$ cat config.mk
export PLATFORM = sky130hd
export DESIGN_NAME = ysyx_23060203_wb_arb
export DESIGN_NICKNAME = d
export VERILOG_FILES = /design/src/rtl/ysyx_23060203_wb_arb.sv
export SDC_FILE = /design/constraint.sdc
export NUM_CORES = 1
export LEC_CHECK = 0
export CAP_MARGIN = 15
export CORE_MARGIN = 10
export CORE_UTILIZATION = 48
export DETAILED_ROUTE_END_ITERATION = 16
export GPL_ROUTABILITY_DRIVEN = 0
export GPL_TIMING_DRIVEN = 0
export PLACE_DENSITY = 0.82
export SLEW_MARGIN = 10
export SYNTH_ARGS = -nofsm -noshare
export SYNTH_HDL_FRONTEND = slang
export SYNTH_SLANG_ARGS = --single-unit
$ cat constraint.sdc
create_clock -name clock -period 4 [get_ports clock]
set_clock_uncertainty 0.05 [all_clocks]
set_input_delay 1.2 -clock clock [delete_from_list [all_inputs] [get_ports clock]]
set_output_delay 1.2 -clock clock [all_outputs]
set_load 0.005 [all_outputs]
$ cat src/rtl/ysyx_23060203_wb_arb.sv
// Writeback arbiter: round-robin between the ALU/CSR path (A) and the load path (B)
// into one registered GPR write port, with a per-register pending-write scoreboard.
module ysyx_23060203_wb_arb #(
  parameter int NR_REG = 16,
  parameter int CNT_W  = 2
) (
  input  logic              clock,
  input  logic              reset,
  input  logic              a_valid,
  output logic              a_ready,
  input  logic              a_wen,
  input  logic [4:0]        a_waddr,
  input  logic [31:0]       a_wdata,
  input  logic              b_valid,
  output logic              b_ready,
  input  logic              b_wen,
  input  logic [4:0]        b_waddr,
  input  logic [31:0]       b_wdata,
  output logic              gpr_wen,
  output logic [4:0]        gpr_waddr,
  output logic [31:0]       gpr_wdata,
  output logic              retire_valid,
  output logic              retire_src,
  input  logic              iss_valid,
  input  logic              iss_wen,
  input  logic [4:0]        iss_rd,
  output logic              iss_ready,
  input  logic [4:0]        rs1,
  input  logic [4:0]        rs2,
  output logic              rs1_busy,
  output logic              rs2_busy,
  output logic [NR_REG-1:0] busy_map,
  output logic              sb_err
);

  localparam logic [CNT_W-1:0] CNT_MAX = '1;

  // x0 and indices beyond the tracked file are never written nor tracked
  function automatic logic reg_ok(input logic [4:0] idx);
    return (idx != 5'd0) && (int'(idx) < NR_REG);
  endfunction

  logic              last_grant;  // 0 = A, 1 = B
  logic              grant_a;
  logic              grant_b;
  logic              sel_wen;
  logic [4:0]        sel_addr;
  logic [31:0]       sel_data;
  logic [CNT_W-1:0]  cnt [NR_REG];
  logic [CNT_W-1:0]  rd_cnt;
  logic              do_set;
  logic [NR_REG-1:0] set_hit;
  logic [NR_REG-1:0] clr_hit;
  logic [NR_REG-1:0] underflow;

  always_comb begin
    grant_a  = !reset && a_valid && (!b_valid || last_grant);
    grant_b  = !reset && b_valid && (!a_valid || !last_grant);
    sel_wen  = grant_b ? b_wen   : a_wen;
    sel_addr = grant_b ? b_waddr : a_waddr;
    sel_data = grant_b ? b_wdata : a_wdata;
  end

  assign a_ready = grant_a;
  assign b_ready = grant_b;

  always_ff @(posedge clock) begin
    if (reset)        last_grant <= 1'b1;
    else if (grant_a) last_grant <= 1'b0;
    else if (grant_b) last_grant <= 1'b1;
  end

  // ---- write stage boundary: granted payload registered toward the GPR file ----
  always_ff @(posedge clock) begin
    if (reset) begin
      gpr_wen      <= 1'b0;
      gpr_waddr    <= 5'd0;
      gpr_wdata    <= 32'd0;
      retire_valid <= 1'b0;
      retire_src   <= 1'b0;
    end else begin
      gpr_wen      <= (grant_a || grant_b) && sel_wen && reg_ok(sel_addr);
      retire_valid <= grant_a || grant_b;
      if (grant_a || grant_b) begin
        gpr_waddr  <= sel_addr;
        gpr_wdata  <= sel_data;
        retire_src <= grant_b;
      end
    end
  end

  // Busy lookups use the current count; the GPR write lands on the same edge as the clear
  always_comb begin
    rd_cnt   = '0;
    rs1_busy = 1'b0;
    rs2_busy = 1'b0;
    busy_map = '0;
    for (int i = 0; i < NR_REG; i++) begin
      busy_map[i] = (cnt[i] != '0);
      if (i != 0) begin
        if (iss_rd == 5'(i)) rd_cnt   = cnt[i];
        if (rs1 == 5'(i))    rs1_busy = (cnt[i] != '0);
        if (rs2 == 5'(i))    rs2_busy = (cnt[i] != '0);
      end
    end
    iss_ready = !(iss_wen && (rd_cnt == CNT_MAX)) || (gpr_wen && (gpr_waddr == iss_rd));
    do_set    = iss_valid && iss_ready && iss_wen && reg_ok(iss_rd);
    for (int i = 0; i < NR_REG; i++) begin
      set_hit[i]   = do_set && (iss_rd == 5'(i));
      clr_hit[i]   = gpr_wen && (gpr_waddr == 5'(i));
      underflow[i] = clr_hit[i] && !set_hit[i] && (cnt[i] == '0);
    end
  end

  always_ff @(posedge clock) begin
    if (reset) begin
      sb_err <= 1'b0;
      for (int i = 0; i < NR_REG; i++) cnt[i] <= '0;
    end else begin
      if (|underflow) sb_err <= 1'b1;
      for (int i = 0; i < NR_REG; i++) begin
        if (set_hit[i] && !clr_hit[i])                    cnt[i] <= cnt[i] + 1'b1;
        else if (clr_hit[i] && !set_hit[i] && cnt[i] != '0) cnt[i] <= cnt[i] - 1'b1;
      end
    end
  end

endmodule
**After elaboration in Yosys (flattened, before gate mapping)**

Memory sizes are Yosys's and may differ from the RTL's.
Cells that the tools add are included.

- Register bits: 42
- Bits in writable memories: 32
- Input port bits: 97
- Output and inout bits: 62
- Memories: 1

Memories:

| memory | words | bits a word | read ports | clocked after memory_dff | wr ports | RTL line | text |
|---|---|---|---|---|---|---|---|
| cnt | 16 | 2 | 16 | 0 | 16 | 49 | `logic [CNT_W-1:0] cnt [NR_REG];` |

- $add $sub $neg: 32
- Magnitude comparators: 2
- Eq/ne operators: 62
- Mux-type cells: 196
- Bitwise operators: 32
- Reduce and logical (&&, ||, !) cells: 188

Operators with widths:

| cell | count |
|---|---|
| equality test 5 x 4 -> 1 bit, second input constant | 32 |
| 2-to-1 mux 1 bit | 147 |
| logical AND 1 bit | 109 |
| 2-to-1 mux 2 bit | 47 |
| equality test 5 x 3 -> 1 bit, second input constant | 16 |
| equality test 5 x 2 -> 1 bit, second input constant | 8 |
| zero test 1 bit | 37 |
| nonzero test 2 bit | 17 |
| adder 2 x 1 -> 2 bit, second input constant | 16 |
| zero test 2 bit | 16 |
| 2-to-1 mux 32 bit | 1 |
| OR 1 bit | 32 |
| subtractor 2 x 1 -> 2 bit, second input constant | 16 |
| equality test 5 x 1 -> 1 bit, second input constant | 4 |
| OR reduction 16 bit | 1 |
| zero test 5 bit | 2 |
| less-than comparator 5 bit, second input constant | 2 |
| nonzero test 5 bit | 2 |
| equality test 5 bit | 1 |
| 2-to-1 mux 5 bit | 1 |
| logical OR 1 bit | 4 |
| equality test 2 bit, second input constant | 1 |

**Longest topological paths before layout**

Gate-level depths: netlist (run 1).

- Depth after elaboration: 32
- Mapped depth: 12
- Gate-level depth less buffers: 9

**Least setup slack after synthesis (run 1)**

Ideal clock, no wire load.

- Path kind: in2out
- Start point: input iss_rd[4]
- End point: output iss_ready
- Arrival: 2,627 ps
- Path slack: 123 ps
- Stages: 8
- Cell sequence: buf_6 or3_4 nor4_4 a221oi_2 nor3_2 nor3_1 o21ai_0 nand2b_1

- Cells in the longest elaborated chain, start to end: 20
- Elaborated cells between the ends (all ways): 36
- Classes of those cells: eq/ne (17); mux (15); reduce/logical (4)

RTL lines:

| what | RTL line | text |
|---|---|---|
| from (decl) | 26 | `input logic [4:0] iss_rd,` |
| equality test 5 x 1 -> 1 bit | 101 | `if (iss_rd == 5'(i)) rd_cnt = cnt[i];` |
| 2-to-1 mux 2 bit (15 in series) | 101 |  |
| equality test 2 bit | 106 | `iss_ready = !(iss_wen && (rd_cnt == CNT_MAX)) \|\| (gpr_wen && (gpr_waddr == iss_rd));` |
| logical AND 1 bit | 106 |  |
| zero test 1 bit | 106 |  |
| logical OR 1 bit (*) | 106 |  |
| to (decl) | 27 | `output logic iss_ready,` |

Every way passes the cells marked *; elsewhere a longest branch is shown, timed or not.

**Worst setup path in the final report (run 1)**

- Start point: input iss_rd[0]
- End point: output iss_ready

The elaborated chain is that of the path after synthesis.

==> qor.csv, run 1 <==
metric;value;unit
first-pass iteration count of the detailed router;5;
fin crit share;103.6;%
critical path required time;2.75;ns
I/O Pins;159;
syn nets;714;
vias per inst;6.287;
DP HPWL;15150;microns
met1 Usage GRT;28.34;%
wire per inst;21.27;microns
Rows;37;
ant diodes;0;
number of global-route vias before repair;5750;
largest net degree at the start of global routing;19;
reg2reg setup slack;0.90;ns
PortBufs;153;
CP max FO;10;
WHS Endpoint;last_grant;
core footprint;10370;sq um
RR Startpoint;cnt[0][23];
Routed WL;19890;microns
R2R cell count;9;
synthesized area;5122;sq um
Hold Buf Count CTS;0;
Area growth syn-to-layout;42.89;%
status;complete, but fails checks;
Die X;123.3;microns
initial antenna violation count;0;
layout cell share with drive strength beyond 1;12.27;%
Vias;5878;
Tmin final;4.144;ns
Cells after Synth;616;
clk root buf;clkbuf_8;
global route hottest layer;met2;
Main synth FF type;dfxtp_1;
total CTS buffers;9;
Synth Area in Simple Gates;25.96;%
footprint of the multi-input gates;3134;sq um
fmax;241.3;MHz
post-synthesis cell type count;76;
Post-synth ARST share;0;%
clock buffer depth;2;
Detail Route Antenna Nets;0;
initial drt markers;687;
RSZ-0062 raised after global routing;true;
yosys warns;0;
Max IR drop VDD;0.1930;mV
Clock Sink Count;74;
Total GRT Usage;25.08;%
Final Power;1.983;mW
Final Slew Violations;0;
Adder-Cell Fraction of Synth Area;0.2443;%
Compound-Gate Fraction of Synth Area;21.71;%
Crit path arrival time;2.89;ns
CTS tree;yes;
H-tree depth;3;
Critical Path Source Type;primary input;
WHS Path Cells;2;
Fin Setup TNS;-0.1437;ns
Congestion Overflow GR;0;
Setup WS post-layout;-0.1437;ns
Syn Area/Cell;8.316;sq um
die area;15200;sq um
Max-slew headroom;49.47;%
hold slack;0.4699;ns
first-pass GRT wire length;30440;microns
register area;1802;sq um
worst-margin pin slew;0.7579;ns
Final setup viols;1;
die extent in y;123.3;microns
main combinational cell family by area after synthesis;simple AND/OR/NAND/NOR gates;
Hold Crit Start;last_grant;
max_cap viols;0;
Post-Synth XOR/XNOR Area;2.394;%
Hold Path Class;reg2reg;
post-synthesis sequential area ratio;35.17;%
CP endpoint kind;primary output;
LEAKAGE;2.663;nW
R2R Path End;cnt[0][9];
Initial Util;49.40;%
pwr/cell area;271.0;nW/um^2
Skew-Pair Late Insertion Delay;0.37;ns
proportion of synthesized area in mux cells;7.816;%
Post-route DRC;0;
M3 GR Usage;10.57;%
nets@finish;892;
#FFs+latches synth;74;
clk slew on worst S/H paths;0.09;ns
Worst Setup Path Type;in2out;
GR Layer Usage met2;40.68;%
failing checks;negative setup slack;
EDFF count, synth;32;
Layout fillers;823;
final hold viol count;0;
-- metrics by stage --
step,utilization [%],cells,setup slack (ns),instance area (sq um)
floorplan,-,616,0.1234,5122
global placement,65.81,905,-1.224,6824
detailed placement,65.81,905,-1.166,6824
CTS,68.73,927,-0.06380,7127
global route,70.58,935,-0.1990,7320
finish,70.58,935,-0.1437,7320
-- cells in the final DEF, fill, tap and decap left out, drive strengths merged, types with 4 or more instances in the layout --
cell,synthesis,routed
xor2,6,6
nor2,83,83
or2,4,4
and4,4,4
nor2b,6,6
and3,7,7
dfxtp,42,42
nand2,50,50
a211o,4,4
clkbuf,26,34
o2111ai,4,4
nor4,4,4
clkdlybuf4s50,0,142
o211ai,4,4
a211oi,38,38
nand3,23,23
a21oi,39,39
buf,19,42
mux2i,31,31
edfxtp,32,32
o21a,5,5
nor3,23,23
mux2,4,4
xnor2,8,8
or3,7,7
nand4,9,9
nand2b,8,8
inv,28,30
o21ai,29,29
nor3b,11,11
a31oi,7,7
-- cells by family (layout without fill, tap and decap cells) --
family	count (synthesis)	in the layout
AOI/OAI and AO/OA	159	159
xor gates and xnor gates	14	14
adders and majority gates	1	1
buffers and inverters	73	256
DFF	74	74
muxes	37	37
and+or+nand+nor	258	258
-- layer usage --
layer  wire [microns]  part of all wire (%)
met5                0                     0
met4              938                   4.7
met3             2655                    13
met2             9148                    46
met1             7148                    36
-- synth_stat cells (3+ instances only) --
master,count,area share (%)
mux2_2,3,0.66
buf_6,8,1.8
dfxtp_1,42,16
edfxtp_1,32,19
o2111ai_1,4,0.68
buf_2,4,0.39
nor2_1,83,6.1
o22ai_1,3,0.37
nor3_1,21,2.1
xor2_1,6,1.0
xnor2_1,8,1.4
or2_2,3,0.37
nand4b_1,3,0.51
a31oi_1,6,0.73
nand2b_1,8,0.98
o21ai_0,27,2.6
nand2_1,50,3.7
clkbuf_1,26,1.9
nor4bb_1,3,0.59
buf_1,6,0.44
and3_1,7,0.85
a211oi_1,37,5.4
nand3_1,23,2.2
nor2b_1,6,0.73
o211ai_1,4,0.59
inv_1,28,2.1
nand4_1,9,1.1
nor3b_1,11,1.6
a211o_1,4,0.68
a21oi_1,38,3.7
o21a_1,5,0.73
mux2i_1,31,6.1
or3_1,6,0.73
nor4_1,3,0.37
and4_1,4,0.68
-- sequential cells by signal (all words and copies together) (netlist names) --
signal	count
cnt	32
gpr_waddr	5
gpr_wdata	32
gpr_wen	1
last_grant	1
retire_src	1
retire_valid	1
sb_err	1
-- how the worst max path moves through the flow --
stage | endpoint | slack [ns] | start | cells past startpoint
after floorplan | iss_ready | 0.12 | iss_rd[4] | 8
after global placement | iss_ready | -1.22 | iss_rd[2] | 10
after detailed placement | iss_ready | -1.17 | iss_rd[2] | 10
after CTS | iss_ready | -0.06 | iss_rd[0] | 11
after global routing | iss_ready | -0.20 | iss_rd[1] | 11
final | iss_ready | -0.14 | iss_rd[0] | 11
-- repair_timing --
action,in CTS,in global routing
setup endpoints to repair,5,5
resized for setup,61,37
buffers inserted,8,8
pin swaps,9,11
cloned,0,1
-- cell type report --
| cell class | count | share of cell area, % |
|---|---|---|
| well taps | 136 | 2.325 |
| clock inverters | 6 | 0.5470 |
| flip-flops and latches | 74 | 24.62 |
| multi-input cells | 469 | 42.82 |
| clock buffers | 10 | 1.744 |
| plain buffers | 42 | 3.846 |
| repair buffers | 170 | 22.63 |
| inverters | 28 | 1.470 |
-- report_power, final --
part	leakage, nW	switching, mW	total (mW)	internal (mW)
Combinational	1.90	0.271	0.566	0.295
Sequential	0.676	0.0424	0.885	0.843
Clock	0.0846	0.307	0.532	0.226
-- critical path, cell delays in order --
cell	delay (ns)
buf_6	0.13
or2_0	0.23
buf_6	0.15
o2111ai_4	0.22
o311ai_4	0.15
nor3_2	0.23
buf_4	0.17
nor3_4	0.04
o21ai_1	0.14
nand2b_1	0.08
buf_2	0.13
Note: power is estimated with default switching activity, not from simulation.
==> run 2: changes to the inputs <==
CORE_MARGIN = 3   (was 10)
==> qor.csv, run 2 (same netlist as run 1, synthesis figures left out) <==
metric;value;unit;change
status;complete, but fails checks;;
failing checks;negative setup slack;;
NetSw;618.0;uW;-0.27%
met1 Usage GRT;33.36;%;+5.0 points
Hold Path Class;reg2reg;;
Area growth syn-to-layout;43.67;%;
layout cell share with drive strength beyond 1;12.56;%;+0.30 points
Vias;5884;;+0.10%
Final setup viols;1;;unchanged
final hold viol count;0;;unchanged
first-pass iteration count of the detailed router;6;;+1
dpl ws;-1.157;ns;+0.009290 ns
clk root buf;clkbuf_8;;
RSZ-0062 raised after global routing;true;;
Top Registers;cnt: 32 flops, gpr_wdata: 32 flops, gpr_waddr: 5 flops;;
ant diodes;0;;unchanged
CP max FO;6;;-4
CP endpoint kind;primary output;;
combinational power share;27.8;%;-0.7 points
die extent in y;109.3;microns;-11%
M3 GR Usage;11.33;%;+0.76 points
first-pass GRT wire length;28160;microns;-7.5%
hold slack;0.5053;ns;+0.03537 ns
Initial Util;49.40;%;unchanged
pwr/cell area;274.5;nW/um^2;+1.3%
Final Slew Violations;0;;unchanged
largest net degree at the start of global routing;19;;unchanged
wire per inst;20.30;microns;-4.6%
Crit path arrival time;2.94;ns;+0.05 ns
Skew-Pair Late Insertion Delay;0.39;ns;+0.02 ns
Rows;37;;unchanged
clk slew on worst S/H paths;0.08;ns;about the same
I/O Pins;159;;unchanged
total CTS buffers;9;;unchanged
Clock Sink Count;74;;unchanged
initial drt markers;607;;-12%
GR Layer Usage met2;51.40;%;+11 points
post-placement cell count;905;;unchanged
global route hottest layer;met2;;
most common cell after layout, fill and taps aside;clkdlybuf4s50_1;;
internal power;1.403;mW;+2.8%
critical path required time;2.75;ns;about the same
sequential power share;43.8;%;-0.8 points
number of global-route vias before repair;5688;;-1.1%
LEAKAGE;2.688;nW;+0.95%
nets@finish;897;;+0.56%
commonest non-fill, non-tap cells in the layout;clkdlybuf4s50_1 (141), nor2_1 (81), nand2_1 (50);;
Setup WS post-layout;-0.1890;ns;-0.04527 ns
fin crit share;104.7;%;+1.1 points
Detail Route Antenna Nets;0;;unchanged
Post-route DRC;0;;unchanged
Total GRT Usage;30.74;%;+5.7 points
Clk network pwr share;28.4;%;+1.6 points
clock buffer depth;2;;unchanged
max_cap viols;0;;unchanged
worst-margin pin slew;0.7583;ns;+0.0003294 ns
DP Area;6824;sq um;unchanged
DP HPWL;13630;microns;-10%
PortBufs;153;;unchanged
final instance area;7360;sq um;+0.55%
H-tree depth;3;;unchanged
Critical Path Source Type;primary input;;
die area;11950;sq um;-21%
Worst Setup Path Type;in2out;;
CTS tree;yes;;
Final Non-Filler Cells;940;;+0.53%
Routed WL;19080;microns;-4.1%
core footprint;10370;sq um;unchanged
Congestion Overflow GR;0;;unchanged
Max-slew headroom;49.45;%;about the same
Die X;109.3;microns;-11%
fmax;238.7;MHz;-1.1%
Tmin final;4.189;ns;+0.04527 ns
initial antenna violation count;0;;unchanged
Hold Buf Count CTS;0;;unchanged
switching share of power;30.59;%;-0.66 points
Max IR drop VDD;0.1825;mV;-5.4%
vias per inst;6.260;;-0.43%
## run 2: metal layers
| metal | vias to the layer above | wire length [microns] |
|---|---|---|
| li1 | 2640 | - |
| met1 | 2697 | 6546 |
| met2 | 427 | 8752 |
| met3 | 120 | 2522 |
| met4 | 0 | 1262 |
| met5 | - | 0 |
## run 2: layout make-up
class,instances,area (sq um)
Sequential cell,74,1802
Fill cell,800,3010
Clock inverter,3,22.52
Tap cell,136,170.2
Timing Repair Buffer,175,1683
Inverter,28,107.6
Clock buffer,13,160.2
Buffer,42,272.8
Multi-Input combinational cell,469,3142
## run 2: power groups by stage
stage | Clock (mW) | Sequential, mW | Combinational (mW)
after floorplan | 0 | 0.895 | 0.238
after global placement | 0 | 0.898 | 0.498
after detailed placement | 0 | 0.901 | 0.509
after CTS | 0.570 | 0.884 | 0.534
after global routing | 0.602 | 0.892 | 0.599
final | 0.573 | 0.885 | 0.562
## run 2: timing repair
item | CTS | global route
gates resized for setup | 68 | 23
pin swaps | 12 | 11
buffers inserted | 12 | 10
setup endpoints to repair | 5 | 4
## run 2: final timing paths
path,cells past startpoint,end,start,slack (ns)
setup / recovery,11,iss_ready,iss_rd[2],-0.19
hold / removal,2,gpr_wdata[19],gpr_wdata[19],0.51
setup reg to reg,9,sb_err,cnt[0][23],0.88
hold reg to reg,2,gpr_wdata[19],gpr_wdata[19],0.51
## run 2: stage by stage
stage | power (mW) | util, % | setup TNS (ns)
after floorplan | 1.133 | - | 0
after global placement | 1.396 | 65.81 | -9.330
after detailed placement | 1.410 | 65.81 | -9.576
after CTS | 1.989 | 69.72 | -0.04962
after global routing | 2.093 | 70.97 | -0.2447
final | 2.021 | 70.97 | -0.1890
## run 2: worst max-delay path, stage by stage
cell	delay, ns
buf_2	0.11
buf_6	0.13
buf_4	0.13
nor4bb_1	0.43
a32oi_2	0.16
o311ai_4	0.15
nor3_4	0.10
nor3_2	0.25
o21ai_1	0.09
nand2b_1	0.08
buf_2	0.11
